<file path="src/rtl/spi_slave_if_if.sv">
// SPI slave link bundle: serial pins plus the local rx/tx handshake.
// The master side drives the link and consumer controls; the slave side is the endpoint.
interface spi_slave_if_if #(
    parameter int WIDTH = 32
);
    logic             ss_n;
    logic             sclk;
    logic             mosi;
    logic             miso;
    logic             miso_oe;
    logic [WIDTH-1:0] rx_data;
    logic             rx_valid;
    logic             rx_ack;
    logic [WIDTH-1:0] tx_data;
    logic             tx_load;
    logic             tx_ready;
    logic             busy;
    logic             rx_overrun;
    logic             tx_underrun;
    logic             frame_err;

    modport master (
        output ss_n, sclk, mosi, rx_ack, tx_data, tx_load,
        input  miso, miso_oe, rx_data, rx_valid, tx_ready,
        input  busy, rx_overrun, tx_underrun, frame_err
    );

    modport slave (
        input  ss_n, sclk, mosi, rx_ack, tx_data, tx_load,
        output miso, miso_oe, rx_data, rx_valid, tx_ready,
        output busy, rx_overrun, tx_underrun, frame_err
    );
endinterface

</file>
<file path="src/rtl/spi_slave_if.sv">
// Mode-0 SPI slave endpoint, fully in the clk domain with oversampled pins.
// Receives words into a valid/ack holding register and shifts a buffered word on MISO.
module spi_slave_if #(
    parameter int               WIDTH     = 32,
    parameter bit               LSB_FIRST = 1'b0,
    parameter logic [WIDTH-1:0] DUMMY     = '1
) (
    input  logic          clk,
    input  logic          rst,
    spi_slave_if_if.slave bus
);
    localparam int CW = $clog2(WIDTH + 1);

    typedef enum logic [1:0] {
        IDLE,
        LOAD,
        SHIFT
    } state_t;

    state_t           state;
    logic [1:0]       ss_s;
    logic [1:0]       sclk_s;
    logic [1:0]       mosi_s;
    logic             ss_d;
    logic             sclk_d;
    logic             mosi_d;
    logic             sclk_rise;
    logic             sclk_fall;
    logic             ss_rise;
    logic             ss_fall;
    logic [WIDTH-1:0] rx_shift;
    logic [WIDTH-1:0] tx_shift;
    logic [WIDTH-1:0] tx_buf;
    logic [WIDTH-1:0] rx_next;
    logic [WIDTH-1:0] tx_next;
    logic [WIDTH-1:0] load_word;
    logic [CW-1:0]    bit_cnt;
    logic             word_done;

    function automatic logic head(input logic [WIDTH-1:0] w);
        return LSB_FIRST ? w[0] : w[WIDTH-1];
    endfunction

    // mosi gets the same 3-flop delay as the edge pulses so the
    // sampled bit lines up with the registered sclk_rise.
    always_ff @(posedge clk) begin
        if (rst) begin
            ss_s      <= 2'b11;
            sclk_s    <= 2'b00;
            mosi_s    <= 2'b00;
            ss_d      <= 1'b1;
            sclk_d    <= 1'b0;
            mosi_d    <= 1'b0;
            sclk_rise <= 1'b0;
            sclk_fall <= 1'b0;
            ss_rise   <= 1'b0;
            ss_fall   <= 1'b0;
        end else begin
            ss_s      <= {ss_s[0], bus.ss_n};
            sclk_s    <= {sclk_s[0], bus.sclk};
            mosi_s    <= {mosi_s[0], bus.mosi};
            ss_d      <= ss_s[1];
            sclk_d    <= sclk_s[1];
            mosi_d    <= mosi_s[1];
            sclk_rise <= sclk_s[1] & ~sclk_d;
            sclk_fall <= ~sclk_s[1] & sclk_d;
            ss_rise   <= ss_s[1] & ~ss_d;
            ss_fall   <= ~ss_s[1] & ss_d;
        end
    end

    always_comb begin
        rx_next   = LSB_FIRST ? {mosi_d, rx_shift[WIDTH-1:1]}
                              : {rx_shift[WIDTH-2:0], mosi_d};
        tx_next   = LSB_FIRST ? (tx_shift >> 1) : (tx_shift << 1);
        load_word = bus.tx_ready ? DUMMY : tx_buf;
        word_done = (bit_cnt == CW'(WIDTH - 1));
    end

    always_ff @(posedge clk) begin
        if (rst) begin
            state           <= IDLE;
            bit_cnt         <= '0;
            rx_shift        <= '0;
            tx_shift        <= '0;
            tx_buf          <= '0;
            bus.miso        <= 1'b0;
            bus.miso_oe     <= 1'b0;
            bus.busy        <= 1'b0;
            bus.rx_data     <= '0;
            bus.rx_valid    <= 1'b0;
            bus.tx_ready    <= 1'b1;
            bus.rx_overrun  <= 1'b0;
            bus.tx_underrun <= 1'b0;
            bus.frame_err   <= 1'b0;
        end else begin
            bus.tx_underrun <= 1'b0;
            bus.frame_err   <= 1'b0;
            if (bus.rx_ack) begin
                bus.rx_valid <= 1'b0;
            end
            if (bus.tx_load) begin
                tx_buf       <= bus.tx_data;
                bus.tx_ready <= 1'b0;
            end
            unique case (state)
                IDLE: begin
                    if (ss_fall) begin
                        state       <= LOAD;
                        bus.busy    <= 1'b1;
                        bus.miso_oe <= 1'b1;
                    end
                end
                LOAD: begin
                    if (ss_rise) begin
                        state       <= IDLE;
                        bus.busy    <= 1'b0;
                        bus.miso_oe <= 1'b0;
                        bus.miso    <= 1'b0;
                    end else begin
                        tx_shift        <= load_word;
                        bus.miso        <= head(load_word);
                        bus.tx_underrun <= bus.tx_ready;
                        bit_cnt         <= '0;
                        state           <= SHIFT;
                        // a same-cycle tx_load refills the buffer just drained
                        if (!bus.tx_load) begin
                            bus.tx_ready <= 1'b1;
                        end
                    end
                end
                SHIFT: begin
                    if (ss_rise) begin
                        state         <= IDLE;
                        bus.busy      <= 1'b0;
                        bus.miso_oe   <= 1'b0;
                        bus.miso      <= 1'b0;
                        bus.frame_err <= (bit_cnt != '0);
                        bit_cnt       <= '0;
                    end else if (sclk_rise) begin
                        rx_shift <= rx_next;
                        if (word_done) begin
                            bit_cnt <= '0;
                            state   <= LOAD;
                            if (!bus.rx_valid || bus.rx_ack) begin
                                bus.rx_data  <= rx_next;
                                bus.rx_valid <= 1'b1;
                            end else begin
                                bus.rx_overrun <= 1'b1;
                            end
                        end else begin
                            bit_cnt <= bit_cnt + 1'b1;
                        end
                    end else if (sclk_fall && bit_cnt != '0) begin
                        // bit_cnt==0 here is the trailing fall of a finished word
                        tx_shift <= tx_next;
                        bus.miso <= head(tx_next);
                    end
                end
                default: state <= IDLE;
            endcase
        end
    end
endmodule

</file>
<file path="src/flat_wrapper.sv">
// flat-port wrapper written by rule: the top's interface ports become plain ports
module spi_slave_if_flat 
#(
    parameter int               WIDTH     = 32,
    parameter bit               LSB_FIRST = 1'b0,
    parameter logic [WIDTH-1:0] DUMMY     = '1
)
  (clk, rst, bus_ss_n, bus_sclk, bus_mosi, bus_rx_ack, bus_tx_data, bus_tx_load, bus_miso, bus_miso_oe, bus_rx_data, bus_rx_valid, bus_tx_ready, bus_busy, bus_rx_overrun, bus_tx_underrun, bus_frame_err);
  spi_slave_if_if #(.WIDTH(WIDTH)) bus_i ();
  input  logic clk;
  input  logic rst;
  input wire logic [$bits(bus_i.ss_n)-1:0] bus_ss_n;
  input wire logic [$bits(bus_i.sclk)-1:0] bus_sclk;
  input wire logic [$bits(bus_i.mosi)-1:0] bus_mosi;
  input wire logic [$bits(bus_i.rx_ack)-1:0] bus_rx_ack;
  input wire logic [$bits(bus_i.tx_data)-1:0] bus_tx_data;
  input wire logic [$bits(bus_i.tx_load)-1:0] bus_tx_load;
  output wire logic [$bits(bus_i.miso)-1:0] bus_miso;
  output wire logic [$bits(bus_i.miso_oe)-1:0] bus_miso_oe;
  output wire logic [$bits(bus_i.rx_data)-1:0] bus_rx_data;
  output wire logic [$bits(bus_i.rx_valid)-1:0] bus_rx_valid;
  output wire logic [$bits(bus_i.tx_ready)-1:0] bus_tx_ready;
  output wire logic [$bits(bus_i.busy)-1:0] bus_busy;
  output wire logic [$bits(bus_i.rx_overrun)-1:0] bus_rx_overrun;
  output wire logic [$bits(bus_i.tx_underrun)-1:0] bus_tx_underrun;
  output wire logic [$bits(bus_i.frame_err)-1:0] bus_frame_err;
  assign bus_i.ss_n = bus_ss_n;
  assign bus_i.sclk = bus_sclk;
  assign bus_i.mosi = bus_mosi;
  assign bus_i.rx_ack = bus_rx_ack;
  assign bus_i.tx_data = bus_tx_data;
  assign bus_i.tx_load = bus_tx_load;
  assign bus_miso = bus_i.miso;
  assign bus_miso_oe = bus_i.miso_oe;
  assign bus_rx_data = bus_i.rx_data;
  assign bus_rx_valid = bus_i.rx_valid;
  assign bus_tx_ready = bus_i.tx_ready;
  assign bus_busy = bus_i.busy;
  assign bus_rx_overrun = bus_i.rx_overrun;
  assign bus_tx_underrun = bus_i.tx_underrun;
  assign bus_frame_err = bus_i.frame_err;
  spi_slave_if #(.WIDTH(WIDTH), .LSB_FIRST(LSB_FIRST), .DUMMY(DUMMY)) u_core (.clk(clk), .rst(rst), .bus(bus_i));
endmodule
</file>
<file path="config.mk">
export PLATFORM = sky130hd
export DESIGN_NAME = spi_slave_if_flat
export DESIGN_NICKNAME = d
export VERILOG_FILES = /design/src/rtl/spi_slave_if_if.sv /design/src/rtl/spi_slave_if.sv /design/src/flat_wrapper.sv
export SDC_FILE = /design/constraint.sdc
export NUM_CORES = 1
export LEC_CHECK = 0
export CORE_UTILIZATION = 35
export CTS_CLUSTER_SIZE = 25
export DETAILED_ROUTE_END_ITERATION = 10
export PLACE_DENSITY_LB_ADDON = 0.2
export SLEW_MARGIN = 20
export SYNTH_ARGS = -nofsm -noshare
export SYNTH_HDL_FRONTEND = slang
export SYNTH_SLANG_ARGS = --single-unit
export TNS_END_PERCENT = 1
</file>
<file path="constraint.sdc">
create_clock -name clk -period 2.26 [get_ports clk]
set_input_delay 0.452 -clock clk [delete_from_list [all_inputs] [get_ports clk]]
set_output_delay 0.452 -clock clk [all_outputs]
set_load 0.01 [all_outputs]
</file>
# Yosys cells after proc, flatten, opt, wreduce, memory -nomap -nowiden
# Cells that the tools add are included.
word_totals:
  ff_bits: 154
  elab_cells: 102
op_classes:
  addsub: 1
  n_eq_ne: 13
  muxes: 35
  bitwise: 12
  n_reduce_logical: 18
ops:
  columns: ["operator", "count"]
  rows:
  - ["two-way mux 31 bit", 4]
  - ["case mux 31 bit (2 select lines)", 1]
  - ["two-way mux 32 bit", 1]
  - ["two-way mux 6 bit", 4]
  - ["two-way mux 1 bit", 16]
  - ["AND reduction 3 bit", 5]
  - ["AND reduction 5 bit", 3]
  - ["case mux 6 bit (2 select lines)", 1]
  - ["two-way mux 2 bit", 5]
  - ["inequality test 3 x 1 -> 1 bit, second input constant", 3]
  - ["NOT 1 bit", 8]
  - ["adder 6 x 1 -> 6 bit, second input constant", 1]
  - ["equality test 6 x 5 -> 1 bit, second input constant", 1]
  - ["inequality test 2 x 1 -> 1 bit, second input constant", 3]
  - ["inequality test 2 bit, second input constant", 3]
  - ["case mux 2 bit (3 select lines)", 1]
  - ["nonzero test 6 bit", 1]
  - ["OR reduction 3 bit", 2]
  - ["AND 1 bit", 4]
  - ["case mux 1 bit (2 select lines)", 2]
  - ["nonzero test 2 bit", 2]
  - ["inequality test 3 bit, second input constant", 1]
  - ["equality test 2 x 1 -> 1 bit, second input constant", 1]
  - ["equality test 2 bit, second input constant", 1]
  - ["other kinds (5)", 5]

# Logic depth before layout (Yosys ltp)
# Gate-level depths: netlist of run 1.
depth:
  depth_word: 7
  ltp_mapped: 9
  mapped_depth_nobuf: 6

# Least setup slack after synthesis of run 1
# OpenSTA, ideal clock, no wires.
synth_timing:
  path_type: "reg2reg"
  startpoint: "register u_core.state[0]"
  endpoint: "register u_core.tx_shift[10]"
  setup_time_ps: 70
  arrival_ps: 1814
  required_ps: 2190
  path_slack_ps: 375
  path_stages_with_launch: 9
  path_buffers: 2
  synth_period_minus_slack_ps: 1885
  path_cell_list: "dfxtp_1 > inv_1 > ha_1 > a21bo_1 > nand2b_1 > buf_2 > clkbuf_1 > nand3_1 > a21oi_1"
synth_via:
  elab_chain_cells: 3
  word_cells_on_any_way: 9
synth_rtl:
  columns: ["item", "line_no", "rtl"]
  rows:
  - ["start: declaration", "spi_slave_if.sv:20", "state_t state;"]
  - ["start signal: assignment", "spi_slave_if.sv:82", "state <= IDLE;"]
  - ["start signal: assignment", "spi_slave_if.sv:109", "state <= LOAD;"]
  - ["start signal: assignment", "spi_slave_if.sv:116", "state <= IDLE;"]
  - ["equality test 2 bit or equality test 2 x 1 -> 1 bit (tied branches)", "spi_slave_if.sv:106", "unique case (state)"]
  - ["inequality test 2 bit (no source line), or another cell as far along", null, null]
  - ["AND reduction 5 bit (no source line)", null, null]
  - ["end signal: assignment", "spi_slave_if.sv:121", "tx_shift <= load_word;"]
  - ["end signal: assignment", "spi_slave_if.sv:156", "tx_shift <= tx_next;"]
  - ["end: declaration", "spi_slave_if.sv:32", "logic [WIDTH-1:0] tx_shift;"]
# Several ways; a longest one is shown, not always the timed one.
# A chain may end at the register's enable or synchronous reset.

# Final worst setup path of run 1
layout_timing:
  startpoint: "register u_core.state[1]"
  endpoint: "register u_core.tx_shift[7]"
# Same word-level chain as after synthesis.

==> key figures, run 1 <==
Worst setup path
  • Crit-path max FO: 61
  • Slowest stage cell on the critical path: ha_1
  • WP data required: 2.61 ns
  • Worst Setup Start Kind: register
  • CP endpoint kind: register
  • Worst Path Arrival: 2.42 ns
  • CP Buf/Inv Count: 2
  • Worst-path cell chain: inv_1 -> ha_1 -> a21bo_1 -> nand2b_2 -> buf_12 -> a21o_1 -> a21oi_1
  • Top Family by Delay on Critical Path: compound AO/OA/AOI/OAI gates
  • Critical path type: reg2reg
  • Largest stage delay on the critical path: 0.40 ns

GRT
  • Initial antenna violation count: 0
  • First-pass GRT wire length: 21200 um
  • Gr ovfl total: 0
  • Vias in the first global route: 4367
  • Largest net degree at the start of global routing: 68
  • All-layer global routing usage: 15.0%

Clock tree
  • # Post-CTS Setup Buffers: 0
  • H-tree Lvls: 4
  • Worst-path clk slew: 0.06 ns
  • TritonCTS Sinks: 154
  • CTS tree: done
  • Clk root buf: clkbuf_16
  • CTS buffer count: 17
  • CTS resizes: 0
  • CTS Hold Buffers Added: 0
  • CTS Buffer Depth: 2
  • Insertion delay to the later sink of the worst-skew pair: 0.42 ns

Hold path
  • Worst Hold Class: reg2reg

Status
  • Outcome: finished clean

Logic synthesis
  • Synth area leaders: dfxtp_1, mux2i_1, a21oi_1
  • Sequential area share after synthesis: 51.3%
  • Warnings from Yosys: 0
  • #FFs+latches synth: 154
  • Syn Nets: 693
  • Asr flop ratio synth: 0%
  • Synth area leader: dfxtp_1
  • Synth Area per Inst: 9.28 um2
  • Post-synth EDFFs: 0
  • Top-area cell type share of the netlist area: 51.3%
  • Cells after Synth: 648
  • Mapped cell area: 0.00601 mm2
  • Synth cell types: 45
  • Primary FF master, synth: dfxtp_1

Placed design
  • Placed cell count: 904
  • GP Congestion: 0.741
  • DP HPWL: 7780 um
  • Port bufs: 78

Job
  • Number of max-cap violations: 0

STA
  • Tcrit/Tclk final: 91.6%
  • Hold Vio Cnt, Final: 0
  • Final min period: 2.07 ns
  • Final setup violation count: 0
  • Max Slew Vio Count: 0
  • RSZ-0062 raised after global routing: false
  • Fin Setup TNS: 0 ns
  • Measured slew at the worst slew-check pin: 0.651 ns
  • Slew headroom: 56.6%
  • Clock skew: 0.0107 ns
  • Fmax: 0.483 GHz

Power and ir drop
  • Pwr dens: 1000 mW/mm2
  • Worst ir drop on vdd: 0.622 mV
  • Design Power: 7.57 mW
  • Leakage power: 2.75 nW

Floorplanning
  • Rows: 47
  • Die X: 133 um
  • Io pins: 79
  • Die area: 0.0177 mm2
  • Die Y: 133 um
  • Starting Density: 36.0%
  • CORE AREA: 0.0167 mm2

Routing
  • Initial DRC count: 191
  • Residual DRC: 0
  • Final ANT Viol Nets: 0
  • Drt via density: 4.92
  • Drt wl/cell: 13.8 um
  • Routed WL: 12900 um
  • DR vias: 4602
  • Pre-antenna DRT Iters: 5

Finish
  • Nets: 748
  • Layout cells sized above 1: 7.26%
  • Most common cell after layout, fill and taps aside: dfxtp_1
  • Register area: 0.00308 mm2
  • Area Overhead vs Synth: 25.9%
  • # fillers: 1591
  • Area of the multi-input gates: 0.00264 mm2
  • Fin cells: 936
  • Commonest non-fill, non-tap cells in the layout: dfxtp_1, nor2_1, clkdlybuf4s50_1
  • Ant. Diodes: 0
-- sequential cells by signal (all words and copies together) (netlist names), 2 cells and up --
signal and cells:
u_core.state 2, u_core.rx_shift 31, u_core.bit_cnt 6, u_core.tx_buf 32, u_core.sclk_s 2, u_core.tx_shift 31
u_core.mosi_s 2, u_core.ss_s 2, u_core.bus.rx_data 32
-- worst paths after layout --
kind / startpoint / end / slack [ns] / cells after the start
setup / recovery: u_core.state[1] / u_core.tx_shift[7] / 0.19 / 7
hold / removal: u_core.sclk_d / u_core.sclk_rise / 0.41 / 1
hold reg to reg: u_core.sclk_d / u_core.sclk_rise / 0.41 / 1
setup reg to reg: u_core.state[1] / u_core.tx_shift[7] / 0.19 / 7
-- Yosys cell counts, types with 2 or more instances --
library cell	number
a21o_1	31
a21oi_1	68
buf_1	2
buf_2	9
buf_4	3
buf_6	7
clkbuf_1	30
dfxtp_1	154
ha_1	6
inv_1	7
mux2i_1	66
nand2_1	65
nand2b_1	4
nand3_1	31
nor2_1	82
nor2b_1	13
nor3_1	5
nor3b_1	2
o21ai_0	4
o22ai_1	30
or2_2	4
xnor2_1	2
-- final cells by class --
type	instances	area share, %
sequential	154	40.7
inverter	8	0.397
tap	220	3.64
clock inverter	10	2.18
multi-input combinational	435	34.8
clock buffer	22	6.13
timing repair buffer	87	12.1
-- metal layers --
layer / vias to the layer above / GRT usage, % / wire (um)
met5: - / 0 / 0
met4: 0 / 4.98 / 127
met3: 7 / 4.79 / 575
met2: 87 / 23.6 / 5820
met1: 2166 / 19.4 / 6370
li1: 2342 / - / -
-- report_power, final --
| part | switching, mW | internal [mW] |
|---|---|---|
| Clock | 1.10 | 1.91 |
| Sequential | 0.169 | 3.02 |
| Combinational | 0.714 | 0.655 |
| Total | 1.99 | 5.59 |
-- metrics by stage --
stage	utilization [%]	area [um2]	hold WS (ns)	setup slack, ns
2_1_floorplan	-	6010	0.383	0.375
6_report	45.3	7570	0.409	0.189
3_5_place_dp	41.6	6940	0.392	0.231
4_1_cts	45.3	7570	0.412	0.207
5_1_grt	45.3	7570	0.428	0.0372
3_3_place_gp	41.6	6940	0.391	0.291
-- cell families after synthesis --
logic type / synth area share (%)
multiplexers: 11.0
AO/OA/AOI/OAI: 14.9
AND/OR/NAND/NOR: 16.2
adder cells (fa/ha/maj): 1.25
buffers and inverters: 4.93
XOR/XNOR: 0.437
flip-flops: 51.3
Power figures use the tool's default switching activity.
==> run 2: changes to the inputs <==
--- a/config.mk
+++ b/config.mk
@@ -6,9 +6,9 @@
 export NUM_CORES = 1
 export LEC_CHECK = 0
 export CORE_UTILIZATION = 35
-export CTS_CLUSTER_SIZE = 25
 export DETAILED_ROUTE_END_ITERATION = 10
 export PLACE_DENSITY_LB_ADDON = 0.2
+export SETUP_SLACK_MARGIN = 0.4
 export SLEW_MARGIN = 20
 export SYNTH_ARGS = -nofsm -noshare
 export SYNTH_HDL_FRONTEND = slang
==> run 2 against run 1 <==
Effect of this change: largest cell class unchanged; cell count increased by 0.64%; cell area rose by 2.3%; wire length rose by 5.3%; sequential cell count is the same.
==> key figures, run 2 (synthesis results as in run 1) <==
Job
  • Number of max-cap violations: 0 (unchanged)

Floorplanning
  • Die Y: 133 um (unchanged)
  • CORE AREA: 0.0167 mm2 (unchanged)
  • Die X: 133 um (unchanged)
  • Starting Density: 36.0% (unchanged)
  • Rows: 47 (unchanged)
  • Die area: 0.0177 mm2 (unchanged)
  • Io pins: 79 (unchanged)

Clock tree
  • CTS tree: done
  • H-tree Lvls: 4 (unchanged)
  • Insertion delay to the later sink of the worst-skew pair: 0.42 ns (about the same)
  • CTS Hold Buffers Added: 0 (unchanged)
  • TritonCTS Sinks: 154 (unchanged)
  • CTS buffer count: 17 (unchanged)
  • CTS Buffer Depth: 2 (unchanged)
  • Clk root buf: clkbuf_16
  • Worst-path clk slew: 0.06 ns (about the same)

STA
  • Slew headroom: 69.1% (+12 points)
  • Fmax: 0.535 GHz (+11%)
  • Fin Setup TNS: 0 ns (unchanged)
  • Measured slew at the worst slew-check pin: 0.464 ns (-0.187 ns)
  • Hold Vio Cnt, Final: 0 (unchanged)
  • Final setup violation count: 0 (unchanged)
  • Final min period: 1.87 ns (-0.202 ns)
  • RSZ-0062 raised after global routing: true
  • Tcrit/Tclk final: 82.7% (-8.9 points)
  • Clock skew: 0.0100 ns (-0.000668 ns)
  • Max Slew Vio Count: 0 (unchanged)

GRT
  • Initial antenna violation count: 0 (unchanged)
  • First-pass GRT wire length: 21300 um (about the same)
  • Gr ovfl total: 0 (unchanged)
  • All-layer global routing usage: 15.0% (unchanged)
  • Largest net degree at the start of global routing: 68 (unchanged)
  • Vias in the first global route: 4370 (+0.069%)

Worst setup path
  • Crit Reg-Reg Startpoint: u_core.state[0]
  • Reg-to-reg endpoint: u_core.bus.rx_data[27]
  • Crit-path max FO: 8 (-87%)
  • Reg2Reg Depth: 8 (+1)
  • CP endpoint kind: register
  • CP endpoint: u_core.bus.rx_data[27]
  • Critical path type: reg2reg
  • Worst setup path startpoint: u_core.state[0]
  • R2r setup slk: 0.39 ns (+0.20 ns)
  • WP data required: 2.56 ns (-0.05 ns)
  • Worst Setup Start Kind: register
  • Worst Path Arrival: 2.17 ns (-0.25 ns)

Routing
  • Residual DRC: 0 (unchanged)
  • DR vias: 4685 (+1.8%)
  • Routed WL: 13600 um (+5.3%)
  • Final ANT Viol Nets: 0 (unchanged)
  • Drt wl/cell: 14.4 um (+4.6%)
  • Pre-antenna DRT Iters: 5 (unchanged)
  • Initial DRC count: 197 (+3.1%)
  • Drt via density: 4.97 (+1.2%)

Power and ir drop
  • Design Power: 7.74 mW (+2.2%)
  • Pwr dens: 1000 mW/mm2 (about the same)
  • Worst ir drop on vdd: 0.622 mV (about the same)
  • Leakage power: 2.83 nW (+2.7%)

Finish
  • Layout cells sized above 1: 9.42% (+2.2 points)
  • # fillers: 1574 (-1.1%)
  • Most common cell after layout, fill and taps aside: dfxtp_1
  • Design area: 0.00774 mm2 (+2.3%)
  • Area Overhead vs Synth: 28.8%
  • Biggest regs: u_core.bus.rx_data x32, u_core.tx_buf x32
  • Commonest non-fill, non-tap cells in the layout: dfxtp_1, nor2_1, clkdlybuf4s50_1
  • Nets: 754 (+0.80%)
  • Ant. Diodes: 0 (unchanged)

Placed design
  • Port bufs: 78 (unchanged)
  • Post-DP Area: 0.00694 mm2 (unchanged)
  • GP Congestion: 0.741 (unchanged)
  • DP HPWL: 7780 um (unchanged)

Status
  • Outcome: finished clean

Hold path
  • Worst Hold Class: reg2reg
[run 2: worst min-delay path by stage]
stage,cells after the start,slack [ns],from,endpoint
finish,1,0.41,u_core.ss_s[0],u_core.ss_s[1]
floorplan,1,0.38,u_core.sclk_d,u_core.sclk_rise
global route,1,0.43,u_core.ss_s[0],u_core.ss_s[1]
CTS,1,0.41,u_core.sclk_d,u_core.sclk_rise
detailed placement,1,0.39,u_core.sclk_d,u_core.sclk_rise
global placement,1,0.39,u_core.sclk_d,u_core.sclk_rise
[run 2: repair_timing]
| action | in CTS | in global routing |
|---|---|---|
| buffers inserted | 0 | 2 |
| resized for setup | 3 | 19 |
| pin swaps | 0 | 1 |
| setup endpoints to repair | 71 | 85 |
| gates cloned | 0 | 4 |
[run 2: critical path: stages, from the launching register on]
cell and delay [ns]:
dfxtp_2 0.34, inv_2 0.11, ha_4 0.15, nand3b_1 0.15
nor4_4 0.39, buf_6 0.19, clkbuf_16 0.17, mux2i_1 0.18
nor2_1 0.05
[run 2: stage by stage]
step	hold slack [ns]	utilization (%)	setup slack (ns)	instances
floorplan	0.383	-	0.375	648
global placement	0.391	41.6	0.291	904
detailed placement	0.392	41.6	0.231	904
CTS	0.412	45.4	0.302	936
global route	0.428	46.4	0.291	942
finish	0.408	46.4	0.391	942
[run 2: power breakdown]
part | total [mW] | leakage [nW] | switching (mW) | internal (mW)
Clock | 3.02 | 0.297 | 1.11 | 1.91
Combinational | 1.52 | 1.28 | 0.773 | 0.751
Sequential | 3.20 | 1.25 | 0.171 | 3.02
Total | 7.74 | 2.83 | 2.05 | 5.69
[run 2: layout make-up]
| type | count | area, um2 | area share [%] |
|---|---|---|---|
| Clock buffer | 22 | 464 | 6.00 |
| Clock inverter | 10 | 165 | 2.13 |
| Inverter | 8 | 30.0 | 0.388 |
| Multi-Input combinational cell | 435 | 2690 | 34.7 |
| Sequential cell | 154 | 3090 | 39.9 |
| Tap cell | 220 | 275 | 3.56 |
| Timing Repair Buffer | 93 | 1030 | 13.3 |
[run 2: routing by layer]
layer / share of wire, % / routed length (um) / track usage (%) / up-vias
met3: 4.7 / 636 / 4.79 / 7
li1: - / - / - / 2352
met5: 0 / 0 / 0 / -
met2: 46 / 6290 / 23.6 / 109
met1: 48 / 6520 / 19.4 / 2217
met4: 0.95 / 129 / 4.98 / 0
==> run 3: changes to the inputs <==
==> constraint.sdc (replaced) <==
create_clock -name clk -period 1.6 [get_ports clk]
set_input_delay 0.32 -clock clk [delete_from_list [all_inputs] [get_ports clk]]
set_output_delay 0.32 -clock clk [all_outputs]
set_load 0.01 [all_outputs]
==> run 3 against run 2 <==
Effect of this change: the flow now finishes with violations (setup timing); sequential share of layout area decreased by 0.72 points; register-to-register slack worse by 0.55 ns; non-clock buffer count grew 30; utilization is 0.98 points higher; fmax is 6.3% higher; critical path type unchanged; largest cell class unchanged.
==> key figures, run 3 (synthesis results as in run 1) <==
Finish
  • Nets: 784 (+4.0%)
  • Ant. Diodes: 0 (unchanged)
  • Fin cells: 972 (+3.2%)
  • Biggest regs: u_core.bus.rx_data x32, u_core.tx_buf x32
  • Commonest non-fill, non-tap cells in the layout: dfxtp_1, nor2_1, mux2i_1
  • Area Overhead vs Synth: 31.5%
  • Most common cell after layout, fill and taps aside: dfxtp_1
  • Layout cells sized above 1: 21.5% (+12 points)

Power and ir drop
  • Clock power share: 37.8% (-1.2 points)
  • Comb power frac: 21.7% (+2.0 points)
  • Worst ir drop on vdd: 0.800 mV (+29%)
  • Internal: 8.01 mW (+41%)
  • Sequential power share: 40.6% (-0.7 points)
  • Leakage power: 3.05 nW (+7.9%)
  • Pwr dens: 1410 mW/mm2 (+41%)
  • Switching share of power: 27.9% (+1.3 points)
  • Net Switching: 3.10 mW (+51%)

Floorplanning
  • Starting Density: 36.0% (unchanged)
  • CORE AREA: 0.0167 mm2 (unchanged)
  • Io pins: 79 (unchanged)
  • Die area: 0.0177 mm2 (unchanged)
  • Die X: 133 um (unchanged)
  • Die Y: 133 um (unchanged)
  • Rows: 47 (unchanged)

STA
  • Tcrit/Tclk final: 110% (+27 points)
  • WHS: 0.365 ns (-0.0433 ns)
  • Fin Setup TNS: -6.47 ns (-6.47 ns)
  • Measured slew at the worst slew-check pin: 0.710 ns (+0.246 ns)
  • Final worst slack: -0.158 ns (-0.550 ns)
  • Slew headroom: 52.7% (-16 points)
  • Final setup violation count: 71 (+71)
  • Fmax: 0.569 GHz (+6.3%)
  • RSZ-0062 raised after global routing: true
  • Hold Vio Cnt, Final: 0 (unchanged)
  • Clock skew: 0.0141 ns (+0.00410 ns)
  • Final min period: 1.76 ns (-0.110 ns)
  • Max Slew Vio Count: 0 (unchanged)

GRT
  • First-pass GRT wire length: 22600 um (+6.4%)
  • Gr ovfl total: 0 (unchanged)
  • Initial antenna violation count: 0 (unchanged)
  • Vias in the first global route: 4746 (+8.6%)
  • All-layer global routing usage: 16.1% (+1.1 points)
  • Largest net degree at the start of global routing: 63 (-7.4%)

Worst setup path
  • Critical path type: reg2reg
  • Slowest stage cell on the critical path: dfxtp_2
  • WP data required: 1.89 ns (-0.67 ns)
  • Worst Setup Start Kind: register
  • Reg-to-reg endpoint: u_core.bus.rx_data[0]
  • Largest stage delay on the critical path: 0.32 ns (-0.07 ns)
  • R2r setup slk: -0.16 ns (-0.55 ns)
  • Crit-path max FO: 8 (unchanged)
  • Worst setup path startpoint: u_core.state[0]
  • Reg2Reg Depth: 8 (unchanged)
  • CP endpoint: u_core.bus.rx_data[0]
  • Worst-path cell chain: inv_2 -> ha_4 -> nand3b_1 -> nor4_4 -> buf_6 -> buf_6 -> mux2i_1 -> nor2_1
  • Top cell by count, worst path: buf_6
  • CP endpoint kind: register
  • Crit Reg-Reg Startpoint: u_core.state[0]
  • Worst Path Arrival: 2.05 ns (-0.12 ns)

Clock tree
  • Worst-path clk slew: 0.06 ns (about the same)
  • Insertion delay to the later sink of the worst-skew pair: 0.44 ns (+0.02 ns)
  • CTS tree: done
  • TritonCTS Sinks: 154 (unchanged)
  • H-tree Lvls: 4 (unchanged)
  • Clk root buf: clkbuf_16
  • CTS Buffer Depth: 2 (unchanged)
  • CTS buffer count: 17 (unchanged)
  • CTS Hold Buffers Added: 0 (unchanged)

Placed design
  • Placed cell count: 936 (+3.5%)
  • Port bufs: 78 (unchanged)
  • DP HPWL: 8590 um (+10%)
  • Pre-CTS setup slack: -0.272 ns (-0.503 ns)
  • GP Congestion: 0.786 (+6.1%)

Routing
  • Pre-antenna DRT Iters: 4 (-1)
  • Routed WL: 13700 um (+1.0%)
  • Drt wl/cell: 14.1 um (-2.1%)
  • Initial DRC count: 166 (-16%)
  • Residual DRC: 0 (unchanged)
  • Final ANT Viol Nets: 0 (unchanged)
  • Drt via density: 5.00 (+0.55%)
  • DR vias: 4861 (+3.8%)

Status
  • Failing checks: setup timing
  • Outcome: finished with violations

Hold path
  • Worst Hold Class: in2reg
  • HP Start: bus_tx_load

Job
  • Number of max-cap violations: 0 (unchanged)
[run 3: critical path, delay by kind of cell, from the launching register on]
family	cells	cell delay, ns
adder cells (fa/ha/maj)	1	0.15
buffers and inverters	3	0.42
flip-flops	1	0.32
multiplexers	1	0.20
AND/OR/NAND/NOR	3	0.52
[run 3: how the worst min path moves through the flow]
stage	endpoint	depth (start not counted)
global route	u_core.bus.tx_ready	3
global placement	u_core.sclk_rise	1
finish	u_core.bus.tx_ready	3
floorplan	u_core.sclk_rise	1
detailed placement	u_core.sclk_rise	1
CTS	u_core.bus.tx_ready	3
[run 3: area by class of cell]
class	count	area, um2
multi-input combinational	435	2800
tap	220	275
timing repair buffer	123	1100
fill	1617	8790
sequential	154	3100
clock buffer	18	429
inverter	8	30.0
clock inverter	14	185
[run 3: power groups by stage]
stage	combinational [mW]	sequential, mW	clock [mW]
final	2.41	4.51	4.19
after detailed placement	2.24	4.57	0
after CTS	2.31	4.49	4.31
after floorplan	1.50	4.53	0
after global placement	2.18	4.55	0
after global routing	2.67	4.57	4.46
[run 3: timing repair]
item / CTS / global route
setup endpoints to repair: 147 / 149
gates resized for setup: 15 / 130
pin swaps: 1 / 6
cloned: 0 / 2
buffers inserted: 0 / 2
[run 3: through the flow]
| stage | area, um2 | total power, mW | utilization [%] |
|---|---|---|---|
| 2_1_floorplan | 6020 | 6.03 | - |
| 6_report | 7910 | 11.1 | 47.3 |
| 3_5_place_dp | 7220 | 6.81 | 43.2 |
| 3_3_place_gp | 7220 | 6.73 | 43.2 |
| 5_1_grt | 7910 | 11.7 | 47.3 |
| 4_1_cts | 7880 | 11.1 | 47.2 |
[run 3: routing by layer]
| layer | track usage, % | vias up | share of wire [%] |
|---|---|---|---|
| met5 | 0 | - | 0 |
| met4 | 7.28 | 0 | 1.8 |
| met3 | 4.64 | 19 | 4.4 |
| met2 | 25.9 | 97 | 47 |
| met1 | 19.9 | 2323 | 46 |
| li1 | - | 2422 | - |
